--- src/rtl/fetch_unit.sv ---
// Instruction-fetch stage: owns the PC, drives the imem address and buffers
// fetched {pc, instr} pairs in an in-order queue drained by decode.
`timescale 1ns/1ps
module fetch_unit #(
  parameter logic [31:0] RESET_PC = 32'h0000_0000,
  parameter int          DEPTH    = 2,
  parameter logic [31:0] NOP      = 32'h0000_0013
) (
  input  logic        clk,
  input  logic        rst_n,
  output logic [31:0] imem_addr_o,
  input  logic [31:0] imem_rd_i,
  input  logic        redirect_i,
  input  logic [31:0] redirect_pc_i,
  output logic        dec_valid_o,
  input  logic        dec_ready_i,
  output logic [31:0] dec_pc_o,
  output logic [31:0] dec_instr_o,
  output logic        imisalign_o
);

  localparam int PW = (DEPTH > 1) ? $clog2(DEPTH) : 1;
  localparam logic [PW:0] FULL = (PW+1)'(DEPTH);

  logic [31:0]   pc;
  logic [31:0]   pc_q    [DEPTH];
  logic [31:0]   instr_q [DEPTH];
  logic [PW-1:0] head;
  logic [PW-1:0] tail;
  logic [PW:0]   count;
  logic          push;
  logic          pop;

  // A full queue can still accept a new fetch when decode drains the head in the same edge.
  always_comb begin
    dec_valid_o = (count != '0);
    pop         = dec_valid_o && dec_ready_i;
    push        = !redirect_i && ((count != FULL) || pop);
    imem_addr_o = pc;
    dec_pc_o    = dec_valid_o ? pc_q[head] : 32'h0;
    dec_instr_o = dec_valid_o ? instr_q[head] : NOP;
  end

  always_ff @(posedge clk or negedge rst_n) begin
    if (!rst_n) begin
      pc          <= RESET_PC;
      head        <= '0;
      tail        <= '0;
      count       <= '0;
      imisalign_o <= 1'b0;
    end else if (redirect_i) begin
      pc          <= {redirect_pc_i[31:2], 2'b00};
      head        <= '0;
      tail        <= '0;
      count       <= '0;
      imisalign_o <= |redirect_pc_i[1:0];
    end else begin
      imisalign_o <= 1'b0;
      if (push) begin
        pc   <= pc + 32'd4;
        tail <= tail + PW'(1);
      end
      if (pop) begin
        head <= head + PW'(1);
      end
      if (push && !pop) begin
        count <= count + (PW+1)'(1);
      end else if (pop && !push) begin
        count <= count - (PW+1)'(1);
      end
    end
  end

  // Payload storage needs no reset: the empty-queue mux hides stale entries.
  always_ff @(posedge clk) begin
    if (push) begin
      pc_q[tail]    <= pc;
      instr_q[tail] <= imem_rd_i;
    end
  end

endmodule

--- config.mk ---
export PLATFORM = sky130hd
export DESIGN_NAME = fetch_unit
export DESIGN_NICKNAME = d
export VERILOG_FILES = /design/src/rtl/fetch_unit.sv
export SDC_FILE = /design/constraint.sdc
export NUM_CORES = 1
export LEC_CHECK = 0
export CORE_MARGIN = 2
export CORE_UTILIZATION = 44
export CTS_CLUSTER_DIAMETER = 100
export CTS_CLUSTER_SIZE = 28
export DETAILED_ROUTE_END_ITERATION = 6
export PLACE_DENSITY = 0.82
export SETUP_SLACK_MARGIN = 0.05
export SYNTH_ARGS = -nofsm -noshare
export SYNTH_HDL_FRONTEND = slang
export SYNTH_SLANG_ARGS = --single-unit
--- constraint.sdc ---
create_clock -name clk -period 3.8 [get_ports clk]
set_input_delay 0.95 -clock clk [delete_from_list [all_inputs] [get_ports clk]]
set_output_delay 0.95 -clock clk [all_outputs]
set_load 0.1 [all_outputs]
**After elaboration in Yosys (flattened, before gate mapping)**

Memory sizes are Yosys's and may differ from the RTL's.
Cells that the tools add are included.

- Output and inout bits: 98
- Bits in writable memories: 128
- Word-level logic and storage cells: 40
- Bits in latches: 0
- Input port bits: 68
- Register bits after elaboration: 37
- Memories: 2
- Memory bits (read-only): 0

Memories:

| memory | depth | bits a word | rd ports | clocked after Yosys merged registers in | wr ports | line | text |
|---|---|---|---|---|---|---|---|
| instr_q | 2 | 32 | 1 | 0 | 1 | 27 | `logic [31:0] instr_q [DEPTH];` |
| pc_q | 2 | 32 | 1 | 0 | 1 | 26 | `logic [31:0] pc_q [DEPTH];` |

- Eq/ne operators: 1
- Multiplexer cells: 14
- Bitwise operators: 0
- $mul: 0
- $lt $le $gt $ge: 0
- Reduce and logical (&&, ||, !) cells: 13
- Shift-type cells: 0
- Divide/modulo/power cells: 0
- Add/sub/neg operators: 5

Operators by type and width:

| operator | number |
|---|---|
| $mux 32 | 4 |
| $add 32x3->32 const B | 1 |
| $mux 1 | 7 |
| $mux 2 | 3 |
| $reduce_bool 2->1 | 3 |
| $logic_and 1x1->1 | 4 |
| $logic_not 1->1 | 3 |
| $reduce_bool 3->1 | 1 |
| $add 1x1->1 const B | 2 |
| $add 2x1->2 const B | 1 |
| $ne 2x2->1 const B | 1 |
| $reduce_or 2->1 | 1 |
| $sub 2x1->2 const B | 1 |
| $logic_or 1x1->1 | 1 |

**Logic depth before layout (Yosys ltp)**

Gate-level depths: netlist (run 1).

- Depth in word-level cells: 9
- Gate-level depth with buffers: 7
- Gate-level depth less buffers: 5

**Least setup slack after synthesis (run 1)**

Ideal clock, no wire load.

- Path kind: input port to flip-flop
- Start point: input redirect_i
- End point: memory instr_q[0][0] (enable)
- Stages on the path: 4
- Required time: 3.317 ns
- Setup slack: -0.570 ns
- Data arrival time: 3.887 ns
- Path through: clkbuf_1 > inv_1 > nand2_1 > nor2_1

- Longest elaborated chain between the ends: 4

RTL lines:

| item | line | text |
|---|---|---|
| from (decl) | 13 | `input logic redirect_i,` |
| $logic_not 1->1 | 38 | `push = !redirect_i && ((count != FULL) \|\| pop);` |
| $logic_and 1x1->1 | 38 |  |
| $mux 1 | 76 | `if (push) begin` |
| $mux 1 (not written as such) | 78 | `instr_q[tail] <= imem_rd_i;` |
| to (decl) | 27 |  |

Every way passes these cells.

**Worst setup path in the final report (run 1)**

- Start point: register head
- End point: output dec_pc_o[15]

- Longest elaborated chain between the ends: 2

RTL lines:

| item | line | text |
|---|---|---|
| from (decl) | 28 | `logic [PW-1:0] head;` |
| from (signal assigned) | 64 | `head <= head + PW'(1);` |
| $mem_v2 2x32 | - |  |
| $mux 32 | 40 | `dec_pc_o = dec_valid_o ? pc_q[head] : 32'h0;` |
| to (decl) | 17 | `output logic [31:0] dec_pc_o,` |

Every way passes these cells.

==> results.yml, run 1 <==
setup_path:
  crit_arrival_ns: 2.07
  crit_buf_inv: 2
  r2r_slack_ns: 1.51
  reg2reg_from: "count[1]"
  cp.depth: 4
  crit_path_end: "dec_pc_o[15]"
  cp-startpoint: "head"
  critical-path-max-stage-delay_ns: 0.72
  worstRegToRegCells: 5
  cp_top_family: "flip-flops"
  cp.required_ns: 2.85
  worstSetupPathType: "register to output pin"
  critPathLaunchType: "register"
  crit_path_end_kind: "output pin"
  worst-path-max-fanout: 39
  reg2reg_to: "imem_addr_o[16]"
  crit_chain: "buf_12 > mux2i_1 > nor2_1 > buf_4"
  slowest_stage: "dfrtp_4"
run_status:
  status: "finished, final reports clean"
detailed_routing:
  first_pass_iters: 4
  via_per_inst: 5.15
  vias: 4316
  route.detailed.drc: 0
  drt_iter0_drc: 254
  ant_nets: 0
  totalWireLength_um: 14200
  wl_per_cell_um: 16.9
logic_synthesis:
  syn_area_per_cell_um2: 13.8
  synthArstFlopShare: 0.220
  synthMuxAreaShare: 0.0953
  synthTopCellsByArea: "edfxtp_1 56%, dfrtp_1 13%, mux2i_1 9.5%"
  ys_seq_area_frac: 0.695
  synth_compound_area_frac: 0.0244
  yosys_warnings: 0
  synth.top_cell.area_share: 0.562
  synth_top_family_by_area: "simple AND/OR/NAND/NOR gates"
  synthCells: 479
  synth_most_common_cell: "edfxtp_1"
  synth-adder-area-share: 0.00189
  synthXorXnorAreaFrac: 0.0410
  synth_common_cells: "124 x edfxtp_1, 70 x nor2_1, 63 x mux2i_1, 43 x nand2_1, 35 x dfrtp_1"
  yosysTopAreaCell: "edfxtp_1"
  synth-edff-count: 124
  ys.flop_type: "edfxtp_1"
  yosysUniqueCellTypes: 36
  synth_area_mm2: 0.00662
  synth_simple_gate_area_share: 0.120
  yosys_register_bits: 159
clocking:
  cts.sinks: 159
  clk_latency_ns: 0.41
  root_buffer: "clkbuf_16"
  path_clk_slew_ns: 0.06
  hold_buffers: 0
  cts_tree: "yes"
  numCtsBuffers: 17
  post_cts_buffers: 0
  cts_resized: 0
  clk_path_buf_depth: 2
  cts_max_level: 4
timing:
  finalCriticalPeriod_ns: 3.02
  finalSetupTns_ns: 0
  slew_violations: 0
  tightestPinTransition_ns: 0.981
  fin_crit_sh: 0.796
  relSlewSlack: 0.344
  fmax_ghz: 0.331
  hold_viol: 0
  finClkSkew_ns: 0.00690
  rsz0062_at_grt: "false"
  report.final.setup_viol: 0
  fin_ws_ns: 0.775
power:
  powerDensity_mw_per_mm2: 614
  p_comb_frac: 0.303
  swShare: 0.369
  p_leak_uw: 0.00328
  p_sw_uw: 1990
  seq_power_share: 0.398
  ir_drop_v: 0.000303
  clkPwrFrac: 0.298
  power.internal_uw: 3400
final_layout:
  multi_input_area_mm2: 0.00190
  drive_above_1_share: 0.213
  nNetsFinal: 710
  fillers: 1114
  syn2layout_area_growth_pct: 32.6
  n_antenna_cell: 0
  seqCellArea_mm2: 0.00460
grt:
  grt_use_met1: 0.229
  use_met2: 0.308
  top_usage_layer: "met2"
  grt_max_degree: 63
  grtUsageTotal: 0.182
  grt_pass1_wl_um: 22300
  antenna_found_initial: 0
  grt_use_met3: 0.0443
  overflow: 0
  grt_pass1_vias: 4215
floorplanning:
  core_area_mm2: 0.0146
  die_w_um: 127
  rows: 44
  ioPinCount: 166
  die_area_mm2: 0.0160
  start_util: 0.452
  chipHeight_um: 127
min_path:
  min_path_type: "register to register"
  worstHoldStart: "imem_addr_o[6]"
placed_design:
  dp_hpwl_um: 9620
  port_buffers: 161
  pre_cts_slack_ns: 0.531
  gp_congestion: 0.768
flow_run:
  cap_violations: 0
==> cell usage in the layout, fill, tap and decap left out, types with 5 or more instances in the layout <==
master	count
nand2_1	43
edfxtp_1	124
buf_4	90
nand4_1	10
nand3_1	7
clkbuf_16	17
o21ai_0	12
o21ai_1	18
clkbuf_1	5
nor3_2	5
dfrtp_1	34
mux2i_1	63
nor2_1	68
xor2_1	13
xnor2_1	18
clkdlybuf4s50_1	73
clkinv_2	5
==> worst register-to-register path, stage by stage, from the launching register on <==
cell	delay (ns)
dfrtp_1	0.42
or3b_1	0.45
nand4_1	0.64
nor3_2	0.39
xnor2_1	0.15
o21ai_1	0.09
==> area by class of cell <==
cell class | count | area share
sequential | 159 | 0.524
tap | 184 | 0.0262
multi-input combinational | 292 | 0.216
clock buffer | 24 | 0.0537
timing repair buffer | 168 | 0.168
inverter | 3 | 0.00128
clock inverter | 8 | 0.0101
==> worst min-delay path by stage <==
| stage | to | slack (ns) | cells past startpoint |
|---|---|---|---|
| 3_5_place_dp | pc_q[1][6] | 0.53 | 0 |
| 6_report | pc_q[0][6] | 0.54 | 0 |
| 2_1_floorplan | count[1] | 0.52 | 2 |
| 3_3_place_gp | pc_q[1][31] | 0.52 | 0 |
| 5_1_grt | pc_q[0][6] | 0.57 | 0 |
| 4_1_cts | pc_q[0][6] | 0.54 | 0 |
==> power groups by stage <==
stage / registers (uW) / clock network [uW] / logic [uW]
after floorplan: 2380 / 0 / 1040
after global placement: 2170 / 0 / 1630
after detailed placement: 2180 / 0 / 1640
after CTS: 2150 / 1640 / 1650
after global routing: 2170 / 1710 / 1700
final: 2150 / 1610 / 1640
==> routing by layer <==
metal	share of wire	vias up
met5	0	-
met4	0.016	0
met3	0.070	18
met2	0.50	179
met1	0.41	2090
li1	-	2029
==> per-stage QoR <==
step	total power, uW	std cells	cell area, um^2	utilization	hold slack [ns]
floorplan	3420	482	6630	-	0.523
global route	5570	838	8780	0.600	0.566
global placement	3800	806	8220	0.561	0.521
finish	5390	838	8780	0.600	0.535
CTS	5440	838	8780	0.600	0.543
detailed placement	3830	806	8220	0.561	0.533
==> registers in the layout (all words and copies together), names as in the netlist <==
name,cells
imisalign_o,1
imem_addr_o,30
tail,1
instr_q,64
count,2
pc_q,60
head,1
==> kinds of logic (layout without fill, tap and decap cells) <==
family                     after synthesis  after routing
and+or+nand+nor                        161            161
DFF                                    159            159
muxes                                   63             63
AOI/OAI and AO/OA                       32             32
xor gates and xnor gates                31             31
buffers and inverters                   31            203
adders and majority gates                1              1
other                                    1              4
No activity file was read; power rests on OpenSTA's default activity.
==> inputs of run 2 (changes only) <==
clock period = 2.43 ns   (was 3.8 ns; I/O delays follow)
==> results.yml, run 2 (synthesis gave the netlist of run 1 again) <==
run_status:
  status: "finished, final reports clean"
grt:
  antenna_found_initial: 1
  grtUsageTotal: 0.195
  grt_max_degree: 63
  grt_pass1_wl_um: 23900
  grt_pass1_vias: 4521
  overflow: 0
timing:
  hold_viol: 0
  slew_violations: 0
  report.final.setup_viol: 0
  tightestPinTransition_ns: 0.618
  fin_crit_sh: 0.956
  rsz0062_at_grt: "false"
  finClkSkew_ns: 0.0129
  finalCriticalPeriod_ns: 2.32
  finalSetupTns_ns: 0
  fmax_ghz: 0.431
  relSlewSlack: 0.588
setup_path:
  crit_arrival_ns: 1.71
  crit_path_end_kind: "output pin"
  worstRegToRegCells: 5
  critPathLaunchType: "register"
  worst-path-max-fanout: 35
  cp.required_ns: 1.82
  worstSetupPathType: "register to output pin"
clocking:
  clk_path_buf_depth: 2
  root_buffer: "clkbuf_16"
  cts_tree: "yes"
  path_clk_slew_ns: 0.06
  cts.sinks: 159
  numCtsBuffers: 17
  cts_max_level: 4
  clk_latency_ns: 0.41
power:
  powerDensity_mw_per_mm2: 931
  power_uw: 9350
  p_leak_uw: 0.00362
  ir_drop_v: 0.000472
floorplanning:
  die_w_um: 127
  ioPinCount: 166
  start_util: 0.452
  core_area_mm2: 0.0146
  die_area_mm2: 0.0160
  rows: 44
  chipHeight_um: 127
min_path:
  min_path_type: "primary input to async pin"
final_layout:
  seqCellArea_mm2: 0.00460
  nNetsFinal: 718
  largest_reg_flops: 64
  drive_above_1_share: 0.311
  syn2layout_area_growth_pct: 51.8
  final_common_cell: "edfxtp_1"
  layout_common_cells: "124 x edfxtp_1, 72 x buf_12, 65 x clkdlybuf4s50_1"
  multi_input_area_mm2: 0.00221
  fillers: 983
  top_register: "instr_q"
  n_antenna_cell: 0
placed_design:
  port_buffers: 161
  gp_congestion: 0.794
  dp_hpwl_um: 10800
detailed_routing:
  vias: 4376
  ant_nets: 0
  first_pass_iters: 4
  route.detailed.drc: 0
  drt_iter0_drc: 325
  wl_per_cell_um: 18.1
  via_per_inst: 5.17
  totalWireLength_um: 15300
flow_run:
  cap_violations: 0
## run 2: cell types whose count changed in the layout (fill, tap and decap cells not counted), moves of 2 or more
cell             previous run  this run
buf_12                      3        72
buf_4                      90        37
nor2_1                     68        23
nor2_4                      2        40
clkdlybuf4s50_1            73        65
nor2_2                      1         8
nand2_1                    43        40
nand2_2                     1         4
bufinv_16                   2         4
clkinv_2                    5         3
## run 2: layout make-up
cell class / instances / share of cell area
Tap cell: 184 / 0.0229
Inverter: 3 / 0.00112
Timing Repair Buffer: 176 / 0.237
Sequential cell: 159 / 0.458
Multi-Input combinational cell: 292 / 0.220
Clock buffer: 22 / 0.0452
Clock inverter: 10 / 0.0159
## run 2: where the power goes
| part | internal [uW] | switching, uW | leakage, uW |
|---|---|---|---|
| combinational | 1050 | 2220 | 0.00173 |
| clock | 1750 | 998 | 0.000298 |
| sequential | 3190 | 154 | 0.00159 |
## run 2: timing repair
item | CTS | global route
resized for setup | 1 | 2
pin swaps | 0 | 0
hold buffers | 0 | 0
endpoints found under the setup margin | 49 | 2
buffers inserted | 1 | 0
## run 2: routing by layer
layer | vias up | GRT usage | share of wire
li1 | 2049 | - | -
met1 | 2153 | 0.247 | 0.40
met2 | 152 | 0.334 | 0.53
met3 | 20 | 0.0477 | 0.053
met4 | 2 | 0.0621 | 0.017
met5 | - | 0 | 0.00072
## run 2: worst max-delay path: stages (launching register included)
cell and delay (ns):
dfrtp_1 0.42, nor2_4 0.20, buf_12 0.31, nor2_1 0.14, buf_12 0.19
## run 2: worst paths after layout
check                           slack [ns]         endpoint       startpoint
worst min-delay path                  0.20  imem_addr_o[22]            rst_n
worst max-delay path                  0.11  dec_instr_o[28]         count[0]
max in group asynchronous             1.58   imem_addr_o[6]            rst_n
min in group clk                      0.56      pc_q[0][31]  imem_addr_o[31]
worst max register to register        0.48  imem_addr_o[29]         count[1]
worst min register to register        0.56      pc_q[0][31]  imem_addr_o[31]
## run 2: per-stage QoR
step	hold WS, ns	cell area [um^2]	worst slack, ns	cells	util
detailed placement	0.545	9410	-0.161	813	0.643
floorplan	0.312	6950	-0.418	482	-
finish	0.205	10100	0.108	846	0.686
CTS	0.213	10000	0.0835	846	0.686
global route	0.231	10100	0.0563	846	0.686
global placement	0.535	9410	-0.0815	813	0.643
